`src/rtl/muxn_pipe_if.sv`:
```
// Handshake/data bundle for muxn_pipe: upstream beat (data, select, valid/ready)
// and downstream registered result (data, error sideband, valid/ready).
interface muxn_pipe_if #(
    parameter int DATA_WIDTH = 32,
    parameter int NUM_IN     = 4,
    parameter int SEL_WIDTH  = $clog2(NUM_IN)
);
    logic [NUM_IN*DATA_WIDTH-1:0] in_data;
    logic [SEL_WIDTH-1:0]         in_sel;
    logic                         in_valid;
    logic                         in_ready;
    logic [DATA_WIDTH-1:0]        out_data;
    logic                         out_err;
    logic                         out_valid;
    logic                         out_ready;

    modport master (
        output in_data, in_sel, in_valid, out_ready,
        input  in_ready, out_data, out_err, out_valid
    );

    modport slave (
        input  in_data, in_sel, in_valid, out_ready,
        output in_ready, out_data, out_err, out_valid
    );
endinterface

```
`src/rtl/muxn_pipe.sv`:
```
// NUM_IN-way registered selector with a 2-entry skid buffer and valid/ready handshake.
// Optional synchronous flush port enabled by defining MUXN_PIPE_FLUSH_EN.
module muxn_pipe #(
    parameter int DATA_WIDTH = 32,
    parameter int NUM_IN     = 4,
    parameter int SEL_WIDTH  = $clog2(NUM_IN)
) (
    input  logic        clk,
    input  logic        rst,
`ifdef MUXN_PIPE_FLUSH_EN
    input  logic        flush,
`endif
    muxn_pipe_if.slave  bus
);

    typedef enum logic [1:0] {
        EMPTY = 2'd0,
        ONE   = 2'd1,
        FULL  = 2'd2
    } state_t;

    state_t                state_r;
    state_t                state_nxt_s;
    logic [DATA_WIDTH-1:0] out_data_r;
    logic                  out_err_r;
    logic                  out_valid_r;
    logic [DATA_WIDTH-1:0] skid_data_r;
    logic                  skid_err_r;
    logic [DATA_WIDTH-1:0] sel_data_s;
    logic                  sel_err_s;
    logic                  load_out_in_s;
    logic                  load_out_skid_s;
    logic                  load_skid_s;
    logic                  flush_s;

`ifdef MUXN_PIPE_FLUSH_EN
    assign flush_s = flush;
`else
    assign flush_s = 1'b0;
`endif

    // Channel select; out-of-range codes (incl. unused codes when NUM_IN is not a power of two) flag an error.
    always_comb begin
        sel_data_s = {DATA_WIDTH{1'b0}};
        sel_err_s  = 1'b1;
        if (32'(bus.in_sel) < NUM_IN) begin
            sel_data_s = bus.in_data[32'(bus.in_sel)*DATA_WIDTH +: DATA_WIDTH];
            sel_err_s  = 1'b0;
        end else begin
            sel_data_s = {DATA_WIDTH{1'b0}};
            sel_err_s  = 1'b1;
        end
    end

    // Next-state and load-enable decode; in_valid is ignored while FULL.
    always_comb begin
        state_nxt_s     = state_r;
        load_out_in_s   = 1'b0;
        load_out_skid_s = 1'b0;
        load_skid_s     = 1'b0;
        if (flush_s) begin
            state_nxt_s = EMPTY;
        end else begin
            case (state_r)
                EMPTY: begin
                    if (bus.in_valid) begin
                        load_out_in_s = 1'b1;
                        state_nxt_s   = ONE;
                    end else begin
                        state_nxt_s = EMPTY;
                    end
                end
                ONE: begin
                    if (bus.in_valid && bus.out_ready) begin
                        load_out_in_s = 1'b1;
                        state_nxt_s   = ONE;
                    end else if (bus.in_valid) begin
                        load_skid_s = 1'b1;
                        state_nxt_s = FULL;
                    end else if (bus.out_ready) begin
                        state_nxt_s = EMPTY;
                    end else begin
                        state_nxt_s = ONE;
                    end
                end
                FULL: begin
                    if (bus.out_ready) begin
                        load_out_skid_s = 1'b1;
                        state_nxt_s     = ONE;
                    end else begin
                        state_nxt_s = FULL;
                    end
                end
                default: begin
                    state_nxt_s = EMPTY;
                end
            endcase
        end
    end

    // State, output register and skid register updates.
    always_ff @(posedge clk) begin
        if (rst) begin
            state_r     <= EMPTY;
            out_valid_r <= 1'b0;
            out_data_r  <= {DATA_WIDTH{1'b0}};
            out_err_r   <= 1'b0;
            skid_data_r <= {DATA_WIDTH{1'b0}};
            skid_err_r  <= 1'b0;
        end else begin
            state_r     <= state_nxt_s;
            out_valid_r <= (state_nxt_s != EMPTY);
            if (load_out_in_s) begin
                out_data_r <= sel_data_s;
                out_err_r  <= sel_err_s;
            end else if (load_out_skid_s) begin
                out_data_r <= skid_data_r;
                out_err_r  <= skid_err_r;
            end else begin
                out_data_r <= out_data_r;
                out_err_r  <= out_err_r;
            end
            if (load_skid_s) begin
                skid_data_r <= sel_data_s;
                skid_err_r  <= sel_err_s;
            end else begin
                skid_data_r <= skid_data_r;
                skid_err_r  <= skid_err_r;
            end
        end
    end

    // Ready depends only on registered state; held low while reset is asserted.
    assign bus.in_ready  = ~rst & (state_r != FULL);
    assign bus.out_valid = out_valid_r;
    assign bus.out_data  = out_data_r;
    assign bus.out_err   = out_err_r;

endmodule

```
`src/flat_wrapper.sv`:
```
// flat-port wrapper written by rule: the top's interface ports become plain ports
module muxn_pipe_flat 
#(
    parameter int DATA_WIDTH = 32,
    parameter int NUM_IN     = 4,
    parameter int SEL_WIDTH  = $clog2(NUM_IN)
)
  (clk, rst, bus_in_data, bus_in_sel, bus_in_valid, bus_out_ready, bus_in_ready, bus_out_data, bus_out_err, bus_out_valid);
  muxn_pipe_if #(.DATA_WIDTH(DATA_WIDTH), .NUM_IN(NUM_IN), .SEL_WIDTH(SEL_WIDTH)) bus_i ();
  input  logic clk;
  input  logic rst;
  input wire logic [$bits(bus_i.in_data)-1:0] bus_in_data;
  input wire logic [$bits(bus_i.in_sel)-1:0] bus_in_sel;
  input wire logic [$bits(bus_i.in_valid)-1:0] bus_in_valid;
  input wire logic [$bits(bus_i.out_ready)-1:0] bus_out_ready;
  output wire logic [$bits(bus_i.in_ready)-1:0] bus_in_ready;
  output wire logic [$bits(bus_i.out_data)-1:0] bus_out_data;
  output wire logic [$bits(bus_i.out_err)-1:0] bus_out_err;
  output wire logic [$bits(bus_i.out_valid)-1:0] bus_out_valid;
  assign bus_i.in_data = bus_in_data;
  assign bus_i.in_sel = bus_in_sel;
  assign bus_i.in_valid = bus_in_valid;
  assign bus_i.out_ready = bus_out_ready;
  assign bus_in_ready = bus_i.in_ready;
  assign bus_out_data = bus_i.out_data;
  assign bus_out_err = bus_i.out_err;
  assign bus_out_valid = bus_i.out_valid;
  muxn_pipe #(.DATA_WIDTH(DATA_WIDTH), .NUM_IN(NUM_IN), .SEL_WIDTH(SEL_WIDTH)) u_core (.clk(clk), .rst(rst), .bus(bus_i));
endmodule
```
`config.mk`:
```
export PLATFORM = sky130hd
export DESIGN_NAME = muxn_pipe_flat
export DESIGN_NICKNAME = d
export VERILOG_FILES = /design/src/rtl/muxn_pipe_if.sv /design/src/rtl/muxn_pipe.sv /design/src/flat_wrapper.sv
export SDC_FILE = /design/constraint.sdc
export NUM_CORES = 1
export LEC_CHECK = 0
export CORE_ASPECT_RATIO = 0.7
export CORE_MARGIN = 8
export CORE_UTILIZATION = 42
export CTS_BUF_LIST = sky130_fd_sc_hd__clkbuf_4 sky130_fd_sc_hd__clkbuf_8
export CTS_CLUSTER_DIAMETER = 40
export DETAILED_ROUTE_END_ITERATION = 16
export GPL_TIMING_DRIVEN = 0
export PLACE_DENSITY = 0.91
export SYNTH_ARGS = -nofsm -noshare
export SYNTH_HDL_FRONTEND = slang
export SYNTH_SLANG_ARGS = --single-unit
```
`constraint.sdc`:
```
create_clock -name clk -period 1.8 [get_ports clk]
set_clock_uncertainty 0.1 [all_clocks]
set_input_delay 0.36 -clock clk [delete_from_list [all_inputs] [get_ports clk]]
set_output_delay 0.36 -clock clk [all_outputs]
set_load 0.05 [all_outputs]
```
Word-level counts from Yosys, hierarchy flattened --
Cells that the tools add are included. W data, S select, Z words.
Operators by class: equality and inequality tests 3, shift-type cells 1, muxes and demuxes 15, bitwise operators 2, reductions and logical operators 4
Operators with widths (number):
- $shiftx A128 B8 Y32 | 1
- $mux W32 | 2
- $mux W1 | 8
- $mux W2 | 3
- $pmux W2 S3 | 1
- $reduce_bool A2 Y1 | 2
- $eq A2 B1 Y1 const B | 1
- $eq A2 B2 Y1 const B | 1
- $logic_not A2 Y1 | 1
- $ne A2 B2 Y1 const B | 1
- $pmux W1 S2 | 1
- $and A1 B1 Y1 | 1
- $logic_and A1 B1 Y1 | 1
- $not A1 Y1 | 1
Word-level totals: register bits 67, input port bits 134, output and inout port bits 35, word-level logic and storage cells 29

Logic depth before layout (Yosys ltp) --
Gate-level depths: netlist of the first run.
word-level depth 5, depth in mapped cells 7, gate-level depth less buffers 5

Worst setup path before layout of the first run --
OpenSTA, ideal clock, no wires.
path type input -> output, start point input port rst, end point output port bus_in_ready, arrival time 1518 ps, slack -178 ps, stages 3, buffers on the path 2, path through clkbuf_1 > clkbuf_1 > a21oi_1
Between the ends: longest elaborated chain between the ends 2
Ends and longest elaborated chain:
- start, declared | line flat_wrapper.sv:11 | input logic rst;
- $not A1 Y1 | line muxn_pipe.sv:134 | assign bus.in_ready = ~rst & (state_r != FULL);
- $and A1 B1 Y1 | line muxn_pipe.sv:134
- end, declared | line flat_wrapper.sv:16 | output wire logic [$bits(bus_i.in_ready)-1:0] bus_in_ready;
Every way passes these cells.

Worst setup path in the final report of the first run --
start point register u_core.state_r[1], end point output port bus_in_ready
Between the ends: longest elaborated chain between the ends 2
Ends and longest elaborated chain:
- start, declared | line muxn_pipe.sv:22 | state_t state_r;
- start signal, assigned | line muxn_pipe.sv:111 | state_r <= state_nxt_s;
- $ne A2 B2 Y1 | line muxn_pipe.sv:134
- $and A1 B1 Y1 | line muxn_pipe.sv:134
Every way passes these cells.

==> results of run 1 <==
## final timing paths
path,start,endpoint,slack [ns]
max reg2reg,u_core.state_r[0],u_core.bus.out_data[2],0.14
min,u_core.skid_data_r[9],u_core.skid_data_r[9],0.35
min reg2reg,u_core.skid_data_r[9],u_core.skid_data_r[9],0.35
max,u_core.state_r[1],bus_in_ready,0.04
## routing by layer
metal | part of all wire [%] | wire length, um
met1 | 37 | 4640
met2 | 52 | 6570
met3 | 8.0 | 999
met4 | 2.5 | 308
met5 | 0 | 0
## synth_stat cells, types with 3 or more instances
| cell | n | area, um^2 |
|---|---|---|
| mux2i_1 | 18 | 180 |
| buf_6 | 3 | 33.8 |
| nand2_1 | 78 | 293 |
| a31oi_1 | 15 | 93.8 |
| buf_2 | 13 | 65.1 |
| mux4_2 | 32 | 721 |
| buf_4 | 6 | 45.0 |
| dfxtp_1 | 67 | 1340 |
| a21oi_1 | 35 | 175 |
| clkbuf_1 | 12 | 45.0 |
| o2bb2ai_1 | 18 | 158 |
| o211ai_1 | 14 | 105 |
| inv_1 | 3 | 11.3 |
| nand3_1 | 15 | 75.1 |
## kinds of logic after synthesis
| kind of cell | after synthesis | share of synthesized area, % |
|---|---|---|
| buf+inv | 39 | 5.96 |
| flops | 67 | 38.5 |
| fa+ha+maj | 2 | 0.718 |
| other cells | 1 | 0.108 |
| compound gates | 83 | 15.5 |
| mux | 53 | 27.2 |
| simple gates | 99 | 12.1 |
## area by class of cell
class	count	area [um^2]	share of cell area, %
Clock inverter	3	15.0	0.275
Timing Repair Buffer	167	1620	29.7
Buffer	35	239	4.37
Tap cell	101	126	2.31
Inverter	3	11.3	0.206
Multi-Input combinational cell	238	1950	35.7
Sequential cell	67	1340	24.6
Clock buffer	12	153	2.79
## power by group through the flow
stage	combinational, uW	clock [uW]	sequential, uW
after floorplan	402	0	1870
after global placement	1130	0	1640
after detailed placement	1160	0	1650
after CTS	1130	1110	1620
after global routing	1190	1180	1620
final	1130	1100	1620
## flip-flops by register name, summed over array words and instances (netlist names)
name and count:
u_core.bus.out_data 32, u_core.skid_data_r 32, u_core.state_r 2, u_core.bus.out_valid 1
## metrics by stage
stage                     TNS, ns  power, uW  instance area [um^2]  std cells
after floorplan                 0       2270                  3490        344
after global placement     -29.19       2770                  5270        610
after detailed placement   -33.64       2810                  5270        610
after CTS                       0       3860                  5450        626
after global routing            0       3990                  5460        626
final                           0       3850                  5460        626
## worst max-delay path, stage by stage (launching register included)
cell	delay, ns
dfxtp_2	0.34
buf_6	0.14
clkbuf_8	0.17
a21oi_4	0.13
buf_6	0.17
## what timing repair did
action / 4_1_cts / 5_1_grt
buffers inserted: 2 / 0
hold endpoints to repair: 0 / 0
resized for setup: 59 / 4
pin swaps: 2 / 0
setup endpoints to repair: 93 / 7
==> summary.md, run 1 <==
| Metric | Value |
|---|---|
| Status | `complete, no violations` |
| Root Buffer | `clkbuf_8` |
| Setup Viol. Count Final | `0` |
| Number of port buffers | `165` |
| CTS Buf Count | `9` |
| DR WL/cell | `20.0 um` |
| Clock power frac | `28.7%` |
| Min-Delay Path Class | `register to register` |
| Critical Path Start Type | `register` |
| Detail Route Antenna Nets | `0` |
| Vias/cell | `5.66` |
| RePlAce Congestion | `0.865` |
| Clock transition at path regs | `0.07 ns` |
| Cell leakage power | `0.00211 uW` |
| Post-synth cell types | `25` |
| P_sw | `1180 uW` |
| Hold Slack | `0.353 ns` |
| Post-DP HPWL | `10.0 mm` |
| Final-report hold violation count | `0` |
| Final Max Slew Viols | `0` |
| Area grow syn2layout | `56.7%` |
| Final min period | `1.76 ns` |
| Number of core rows | `27` |
| Skew-Pair Late Insertion Delay | `0.35 ns` |
| Clock Sinks | `67` |
| Sw frac | `30.5%` |
| Post-synth EDFFs | `0` |
| DIE HEIGHT | `92.2 um` |
| Core area | `7970 um^2` |
| RSZ-0062 raised after global routing | `no` |
| Worst slew margin | `59.9%` |
| Least-Margin Pin Slew | `0.602 ns` |
| P per Cell Area | `705 nW/um^2` |
| Hold_buf cts | `0` |
| Nets | `657` |
| Starting density of the core | `43.7%` |
| Mean Syn Cell Area | `10.1 um^2` |
| Initial antenna violation count | `0` |
| Most frequent cells in the layout | `clkdlybuf4s50_1 (129), nand2_1 (78), dfxtp_1 (66)` |
| Number of diodes | `0` |
| Worst Path Arrival | `1.30 ns` |
| Die Area | `11,500 um^2` |
| M2 GR Usage | `38.2%` |
| Max Clock Freq | `568 MHz` |
| Crit Path Max Fanout | `10` |
| Internal power | `2680 uW` |
| Final Util | `68.5%` |
| First-pass GRT wire length | `19.1 mm` |
| Worst r2r path cells | `6` |
| Peak supply drop | `0.000290 V` |
| Critical Path RT | `1.34 ns` |
| Comb pwr share | `29.4%` |
| Cell Area, Synth | `3490 um^2` |
| Share of cells above drive strength 1 | `16.2%` |
| Initial DRC Count | `234` |
| Num ports | `169` |
| Final setup margin | `0.0382 ns` |
| Cells after Synth | `344` |
| Met1 usage | `22.5%` |
| # DRC | `0` |
| Sequential share of power | `41.9%` |
| Die width | `125 um` |
| H-tree levels | `3` |
| DRT Wirelength | `12.5 mm` |
| Synth warn | `0` |
| Syn nets | `480` |
| Most used DFF post-synth | `dfxtp_1` |
| Commonest non-fill, non-tap cell in the layout | `clkdlybuf4s50_1` |
| Largest net degree at the start of global routing | `11` |
| Number of global-route vias before repair | `3,819` |
| Seq/Total Area, Yosys | `38.5%` |
| Total grt overflow | `0` |
| CTS tree | `yes` |
| Ys async rst share | `0%` |
| Worst Setup End Kind | `output port` |
| Final Cycle Share | `97.9%` |
| Max_cap viols | `0` |
| Flops & latches, synth | `67` |
| GR peak layer | `met2` |
| Crit path kind | `register to output port` |
| GR Util All Layers | `20.9%` |
| Worst hold stages | `2` |
| Met3 Track Usage GR | `6.82%` |
| CTS Buffer Depth | `2` |
| First-pass DRT Iterations | `5` |
| DR vias | `3,546` |
| Fillers | `603` |
| Setup WS pre-CTS | `-0.641 ns` |
(Power assumes the default switching activity.)
==> inputs of run 2 (changes only) <==
--- a/config.mk
+++ b/config.mk
@@ -12,7 +12,7 @@
 export CTS_CLUSTER_DIAMETER = 40
 export DETAILED_ROUTE_END_ITERATION = 16
 export GPL_TIMING_DRIVEN = 0
-export PLACE_DENSITY = 0.91
+export PLACE_DENSITY = 0.83
 export SYNTH_ARGS = -nofsm -noshare
 export SYNTH_HDL_FRONTEND = slang
 export SYNTH_SLANG_ARGS = --single-unit
==> run 2 against run 1 <==
Register-to-register slack lost 0.04 ns; global-route usage grew 0.33 points; core utilization grew 0.30 points; worst setup slack gained 0.0014 ns; count of clock-buffer cells in the layout is the same; non-clock buffer count is the same; highest routed layer unchanged.
==> summary.md, run 2 (synthesis results as in run 1) <==
| Metric | Value |
|---|---|
| Status | `complete, no violations (unchanged)` |
| Clock power frac | `31.4% (was 28.7%)` |
| RePlAce Congestion | `0.822 (was 0.865)` |
| FF-to-FF End | `u_core.bus.out_data[6] (was u_core.bus.out_data[2])` |
| Number of global-route vias before repair | `3,793 (was 3,819)` |
| P_sw | `1190 uW (was 1180 uW)` |
| Crit path kind | `register to output port (unchanged)` |
| Die width | `125 um (unchanged)` |
| Max_cap viols | `0 (unchanged)` |
| Critical Path Start Type | `register (unchanged)` |
| Worst Setup End Kind | `output port (unchanged)` |
| DP Area | `5270 um^2 (unchanged)` |
| Finished Cell Area | `5490 um^2 (was 5460 um^2)` |
| Die Area | `11,500 um^2 (unchanged)` |
| DRT Wirelength | `12.4 mm (was 12.5 mm)` |
| # DRC | `0 (unchanged)` |
| GR Util All Layers | `21.2% (was 20.9%)` |
| Non-filler cells, final | `627 (was 626)` |
| Share of cells above drive strength 1 | `16.2% (about the same)` |
| Post-DP HPWL | `10.1 mm (was 10.0 mm)` |
| DR vias | `3,542 (was 3,546)` |
| Hold wc startpoint | `u_core.skid_data_r[22] (was u_core.skid_data_r[9])` |
| Worst r2r path cells | `6 (unchanged)` |
| Final Cycle Share | `97.8% (was 97.9%)` |
| Vias/cell | `5.65 (was 5.66)` |
| Final Max Slew Viols | `0 (unchanged)` |
| Least-Margin Pin Slew | `0.637 ns (was 0.602 ns)` |
| RSZ-0062 raised after global routing | `no (unchanged)` |
| Starting density of the core | `43.7% (unchanged)` |
| Final Util | `68.8% (was 68.5%)` |
| H-tree levels | `3 (unchanged)` |
| Largest net degree at the start of global routing | `12 (was 11)` |
| Detail Route Antenna Nets | `0 (unchanged)` |
| Tot Pwr | `4000 uW (was 3850 uW)` |
| Crit Path Max Fanout | `10 (unchanged)` |
| Comb pwr share | `28.3% (was 29.4%)` |
| Commonest non-fill, non-tap cell in the layout | `clkdlybuf4s50_1 (unchanged)` |
| FF-to-FF Start | `u_core.state_r[0] (unchanged)` |
| Worst hold stages | `2 (unchanged)` |
| Area grow syn2layout | `57.3% (was 56.7%)` |
| Setup Viol. Count Final | `0 (unchanged)` |
| DIE HEIGHT | `92.2 um (unchanged)` |
| Number of port buffers | `165 (unchanged)` |
| Nets | `657 (unchanged)` |
| Hold_buf cts | `0 (unchanged)` |
| CTS Buf Count | `9 (unchanged)` |
| R2R Setup Slk | `0.10 ns (was 0.14 ns)` |
| Worst slew margin | `57.5% (was 59.9%)` |
| First-pass GRT wire length | `19.5 mm (was 19.1 mm)` |
| Min-Delay Path Class | `register to register (unchanged)` |
| Worst path bufs/invs | `3 (unchanged)` |
| P per Cell Area | `729 nW/um^2 (was 705 nW/um^2)` |
| Initial antenna violation count | `0 (unchanged)` |
| Critical Path RT | `1.34 ns (about the same)` |
| Num ports | `169 (unchanged)` |
| Root Buffer | `clkbuf_8 (unchanged)` |
| Worst Path Arrival | `1.30 ns (about the same)` |
| Worst-path cell with the longest stage delay | `dfxtp_2 (unchanged)` |
| Most frequent cells in the layout | `clkdlybuf4s50_1 (129), nand2_1 (78), dfxtp_1 (66) (unchanged)` |
| Number of diodes | `0 (unchanged)` |
| Most Frequent Cell on Critical Path | `buf_6 (unchanged)` |
| Sw frac | `29.8% (was 30.5%)` |
| Number of core rows | `27 (unchanged)` |
| Initial DRC Count | `378 (was 234)` |
| Hold path endpoint | `u_core.skid_data_r[22] (was u_core.skid_data_r[9])` |
| CTS tree | `yes (unchanged)` |
| Max incr delay on CP | `0.34 ns (about the same)` |
| Cell leakage power | `0.00211 uW (about the same)` |
| DR WL/cell | `19.8 um (was 20.0 um)` |
| Peak supply drop | `0.000357 V (was 0.000290 V)` |
| Crit-path cells | `buf_6 -> clkbuf_8 -> a21oi_4 -> buf_6 (unchanged)` |
| CTS Buffer Depth | `2 (unchanged)` |
| Sequential share of power | `40.4% (was 41.9%)` |
| Max Clock Freq | `568 MHz (about the same)` |
| Clock Sinks | `67 (unchanged)` |
| Clock transition at path regs | `0.07 ns (about the same)` |
| First-pass DRT Iterations | `5 (unchanged)` |
| Skew-Pair Late Insertion Delay | `0.34 ns (was 0.35 ns)` |
| Total grt overflow | `0 (unchanged)` |
| Final min period | `1.76 ns (about the same)` |
| Crit-path leading delay family | `buffers and inverters (unchanged)` |
| Final-report hold violation count | `0 (unchanged)` |
| Core area | `7970 um^2 (unchanged)` |
| Dpl cells | `610 (unchanged)` |
| Internal power | `2810 uW (was 2680 uW)` |
run 2: cell types whose count changed in the layout (fill, tap and decap cells not counted), moves of 2 or more:
cell,previous run,this run
clkbuf_4,5,7
buf_2,8,10
buf_4,11,8
clkinv_2,3,1
run 2: final cells by class:
cell class / instances / area [um^2]
Timing Repair Buffer: 166 / 1620
Buffer: 36 / 240
Clock inverter: 4 / 51.3
Multi-Input combinational cell: 238 / 1950
Fill cell: 626 / 2490
Sequential cell: 67 / 1340
Tap cell: 101 / 126
Clock buffer: 12 / 146
Inverter: 3 / 11.3
run 2: worst max-delay path by stage:
stage,cells past startpoint,endpoint,startpoint,slack [ns]
floorplan,3,bus_in_ready,rst,0.13
global placement,7,u_core.skid_data_r[6],bus_in_valid,-0.57
detailed placement,7,u_core.skid_data_r[6],bus_in_valid,-0.68
CTS,4,bus_in_ready,u_core.state_r[1],0.007
global route,4,bus_in_ready,u_core.state_r[1],0.01
finish,4,bus_in_ready,u_core.state_r[1],0.04
run 2: timing repair:
action,CTS,global route
endpoints found under the setup margin,93,10
resized for setup,56,7
buffers inserted,1,0
pin swaps,1,0
run 2: worst register-to-register path, cell delays in order, from the launching register on:
cell	delay [ns]
dfxtp_1	0.31
buf_6	0.14
and3b_1	0.20
clkbuf_1	0.24
buf_4	0.27
mux2i_1	0.25
o2bb2ai_1	0.08
run 2: power by group through the flow:
| stage | logic (uW) | registers (uW) | clock network [uW] |
|---|---|---|---|
| 2_1_floorplan | 402 | 1870 | 0 |
| 4_1_cts | 1130 | 1610 | 1260 |
| 5_1_grt | 1200 | 1620 | 1320 |
| 6_report | 1130 | 1610 | 1250 |
| 3_3_place_gp | 1130 | 1640 | 0 |
| 3_5_place_dp | 1160 | 1650 | 0 |
run 2: per-layer routing:
layer	vias to the layer above	part of all wire (%)	wire, um	global-route usage (%)
met4	0	2.4	300	7.06
met5	-	0	0	0
met2	177	49	6100	37.0
li1	1630	-	-	-
met3	26	10	1290	8.67
met1	1709	38	4750	23.3
run 2: stage by stage:
step	hold WS (ns)	setup TNS (ns)	worst slack, ns
4_1_cts	0.356	0	0.00680
6_report	0.355	0	0.0396
3_5_place_dp	0.346	-35.38	-0.675
3_3_place_gp	0.341	-30.18	-0.573
2_1_floorplan	0.336	0	0.126
5_1_grt	0.374	0	0.0129
==> inputs of run 3 (changes only) <==
--- a/config.mk
+++ b/config.mk
@@ -13,6 +13,7 @@
 export DETAILED_ROUTE_END_ITERATION = 16
 export GPL_TIMING_DRIVEN = 0
 export PLACE_DENSITY = 0.83
+export RECOVER_POWER = 50
 export SYNTH_ARGS = -nofsm -noshare
 export SYNTH_HDL_FRONTEND = slang
 export SYNTH_SLANG_ARGS = --single-unit
==> run 3 against run 2 <==
Critical path depth unchanged; core utilization decreased by 0.11 points; non-clock buffer count stayed put; sequential share of layout area about the same; first-iteration DRC count down 10%; wire length about the same; design area is 0.16% lower; register-to-register slack about the same.
==> summary.md, run 3 (synthesis results as in run 1) <==
| Metric | Value |
|---|---|
| FF-to-FF End | `u_core.bus.out_data[21] (was u_core.bus.out_data[6])` |
| Status | `complete, no violations (unchanged)` |
| Non-filler cells, final | `627 (unchanged)` |
| Final Max Slew Viols | `0 (unchanged)` |
| Crit path kind | `register to output port (unchanged)` |
| Worst slew margin | `57.1% (was 57.5%)` |
| Max_cap viols | `0 (unchanged)` |
| Number of core rows | `27 (unchanged)` |
| Crit-path cells | `buf_6 -> clkbuf_8 -> a21oi_4 -> buf_6 (unchanged)` |
| Critical Path RT | `1.34 ns (about the same)` |
| Area grow syn2layout | `57.1% (was 57.3%)` |
| Sequential share of power | `40.4% (about the same)` |
| Clock power frac | `31.4% (about the same)` |
| Die width | `125 um (unchanged)` |
| Final min period | `1.76 ns (about the same)` |
| Sw frac | `29.7% (was 29.8%)` |
| DP Area | `5270 um^2 (unchanged)` |
| P_sw | `1190 uW (about the same)` |
| Tot Pwr | `3990 uW (was 4000 uW)` |
| Core area | `7970 um^2 (unchanged)` |
| Dpl cells | `610 (unchanged)` |
| CTS Buf Count | `9 (unchanged)` |
| Cell leakage power | `0.00211 uW (about the same)` |
| First-pass GRT wire length | `19.5 mm (unchanged)` |
| Initial DRC Count | `340 (was 378)` |
| Internal power | `2810 uW (about the same)` |
| Worst path bufs/invs | `3 (unchanged)` |
| Hold path endpoint | `u_core.skid_data_r[22] (unchanged)` |
| Skew-Pair Late Insertion Delay | `0.34 ns (about the same)` |
| Share of cells above drive strength 1 | `16.0% (was 16.2%)` |
| H-tree levels | `3 (unchanged)` |
| Vias/cell | `5.65 (about the same)` |
| Commonest non-fill, non-tap cell in the layout | `clkdlybuf4s50_1 (unchanged)` |
| Peak supply drop | `0.000357 V (about the same)` |
| RePlAce Congestion | `0.822 (unchanged)` |
| R2R Setup Slk | `0.11 ns (was 0.10 ns)` |
| Max Clock Freq | `569 MHz (was 568 MHz)` |
| Crit Path Max Fanout | `10 (unchanged)` |
| Num ports | `169 (unchanged)` |
| Largest net degree at the start of global routing | `12 (unchanged)` |
| DR vias | `3,541 (was 3,542)` |
| Clock transition at path regs | `0.07 ns (about the same)` |
| Post-DP HPWL | `10.1 mm (unchanged)` |
| Number of port buffers | `165 (unchanged)` |
| Setup Viol. Count Final | `0 (unchanged)` |
| Root Buffer | `clkbuf_8 (unchanged)` |
| RSZ-0062 raised after global routing | `no (unchanged)` |
| Total Neg Setup Slack | `0 ns (unchanged)` |
| DIE HEIGHT | `92.2 um (unchanged)` |
| Fillers | `628 (was 626)` |
| Die Area | `11,500 um^2 (unchanged)` |
| Worst-path cell with the longest stage delay | `dfxtp_2 (unchanged)` |
| Worst hold stages | `2 (unchanged)` |
| # DRC | `0 (unchanged)` |
| Worst r2r path cells | `6 (unchanged)` |
| Detail Route Antenna Nets | `0 (unchanged)` |
| Number of global-route vias before repair | `3,793 (unchanged)` |
| Final-report hold violation count | `0 (unchanged)` |
| Critical Path Start Type | `register (unchanged)` |
| Final Cycle Share | `97.7% (was 97.8%)` |
| Starting density of the core | `43.7% (unchanged)` |
| First-pass DRT Iterations | `4 (was 5)` |
| Worst Setup End Kind | `output port (unchanged)` |
| Min-Delay Path Class | `register to register (unchanged)` |
| Most frequent cells in the layout | `clkdlybuf4s50_1 (129), nand2_1 (78), dfxtp_1 (66) (unchanged)` |
| CTS tree | `yes (unchanged)` |
| DR WL/cell | `19.9 um (was 19.8 um)` |
| Comb pwr share | `28.3% (about the same)` |
| Crit-path leading delay family | `buffers and inverters (unchanged)` |
| Worst Path Arrival | `1.30 ns (about the same)` |
| Hold wc startpoint | `u_core.skid_data_r[22] (unchanged)` |
| GR Util All Layers | `21.2% (unchanged)` |
| CTS Buffer Depth | `2 (unchanged)` |
| Max incr delay on CP | `0.34 ns (about the same)` |
| Most Frequent Cell on Critical Path | `buf_6 (unchanged)` |
| Initial antenna violation count | `0 (unchanged)` |
| P per Cell Area | `729 nW/um^2 (about the same)` |
| Number of diodes | `0 (unchanged)` |
| Least-Margin Pin Slew | `0.643 ns (was 0.637 ns)` |
| Nets | `657 (unchanged)` |
| DRT Wirelength | `12.5 mm (was 12.4 mm)` |
| Total grt overflow | `0 (unchanged)` |
| Finished Cell Area | `5480 um^2 (was 5490 um^2)` |
| FF-to-FF Start | `u_core.state_r[0] (unchanged)` |
| Clock Sinks | `67 (unchanged)` |
## run 3: power groups by stage
stage                     combinational, uW  clock (uW)  sequential [uW]
final                                  1130        1250             1610
after global routing                   1190        1320             1620
after CTS                              1130        1260             1610
after detailed placement               1160           0             1650
after global placement                 1130           0             1640
after floorplan                         402           0             1870
## run 3: layout make-up
class | count | area [um^2] | area share (%)
Tap cell | 101 | 126 | 2.31
Inverter | 3 | 11.3 | 0.206
Clock buffer | 12 | 146 | 2.67
Sequential cell | 67 | 1340 | 24.5
Clock inverter | 4 | 51.3 | 0.937
Multi-Input combinational cell | 238 | 1950 | 35.5
Buffer | 36 | 238 | 4.34
Timing Repair Buffer | 166 | 1620 | 29.5
## run 3: repair_timing
item	CTS	global route
pin swaps	1	0
hold buffers	0	0
resized for setup	56	7
endpoints found under the hold margin	0	0
setup endpoints to repair	93	10
setup buffers	1	0
cloned	0	0
## run 3: worst max path at each step
| stage | start | to | slack [ns] | cells after the start |
|---|---|---|---|---|
| after floorplan | rst | bus_in_ready | 0.13 | 3 |
| after global placement | bus_in_valid | u_core.skid_data_r[6] | -0.57 | 7 |
| after detailed placement | bus_in_valid | u_core.skid_data_r[6] | -0.68 | 7 |
| after CTS | u_core.state_r[1] | bus_in_ready | 0.007 | 4 |
| after global routing | bus_in_valid | u_core.bus.out_data[28] | 0.01 | 7 |
| final | u_core.state_r[1] | bus_in_ready | 0.04 | 4 |
## run 3: worst reg2reg max path: stages (launching register included)
cell and delay, ns:
dfxtp_1 0.33, buf_6 0.14, mux2_2 0.41, a21o_1 0.21, buf_6 0.14, buf_6 0.15, o2bb2ai_1 0.14
## run 3: through the flow
step	utilization [%]	setup slack, ns	hold slack [ns]
global placement	66.1	-0.573	0.341
CTS	68.6	0.00680	0.356
finish	68.7	0.0420	0.355
detailed placement	66.1	-0.675	0.346
global route	68.7	0.0127	0.374
floorplan	-	0.126	0.336
## run 3: routing by layer
metal	up-vias	wire length, um	global-route usage, %
met4	0	298	7.06
met3	26	1210	8.67
met1	1716	4830	23.3
met2	167	6110	37.0
met5	-	0	0
li1	1632	-	-
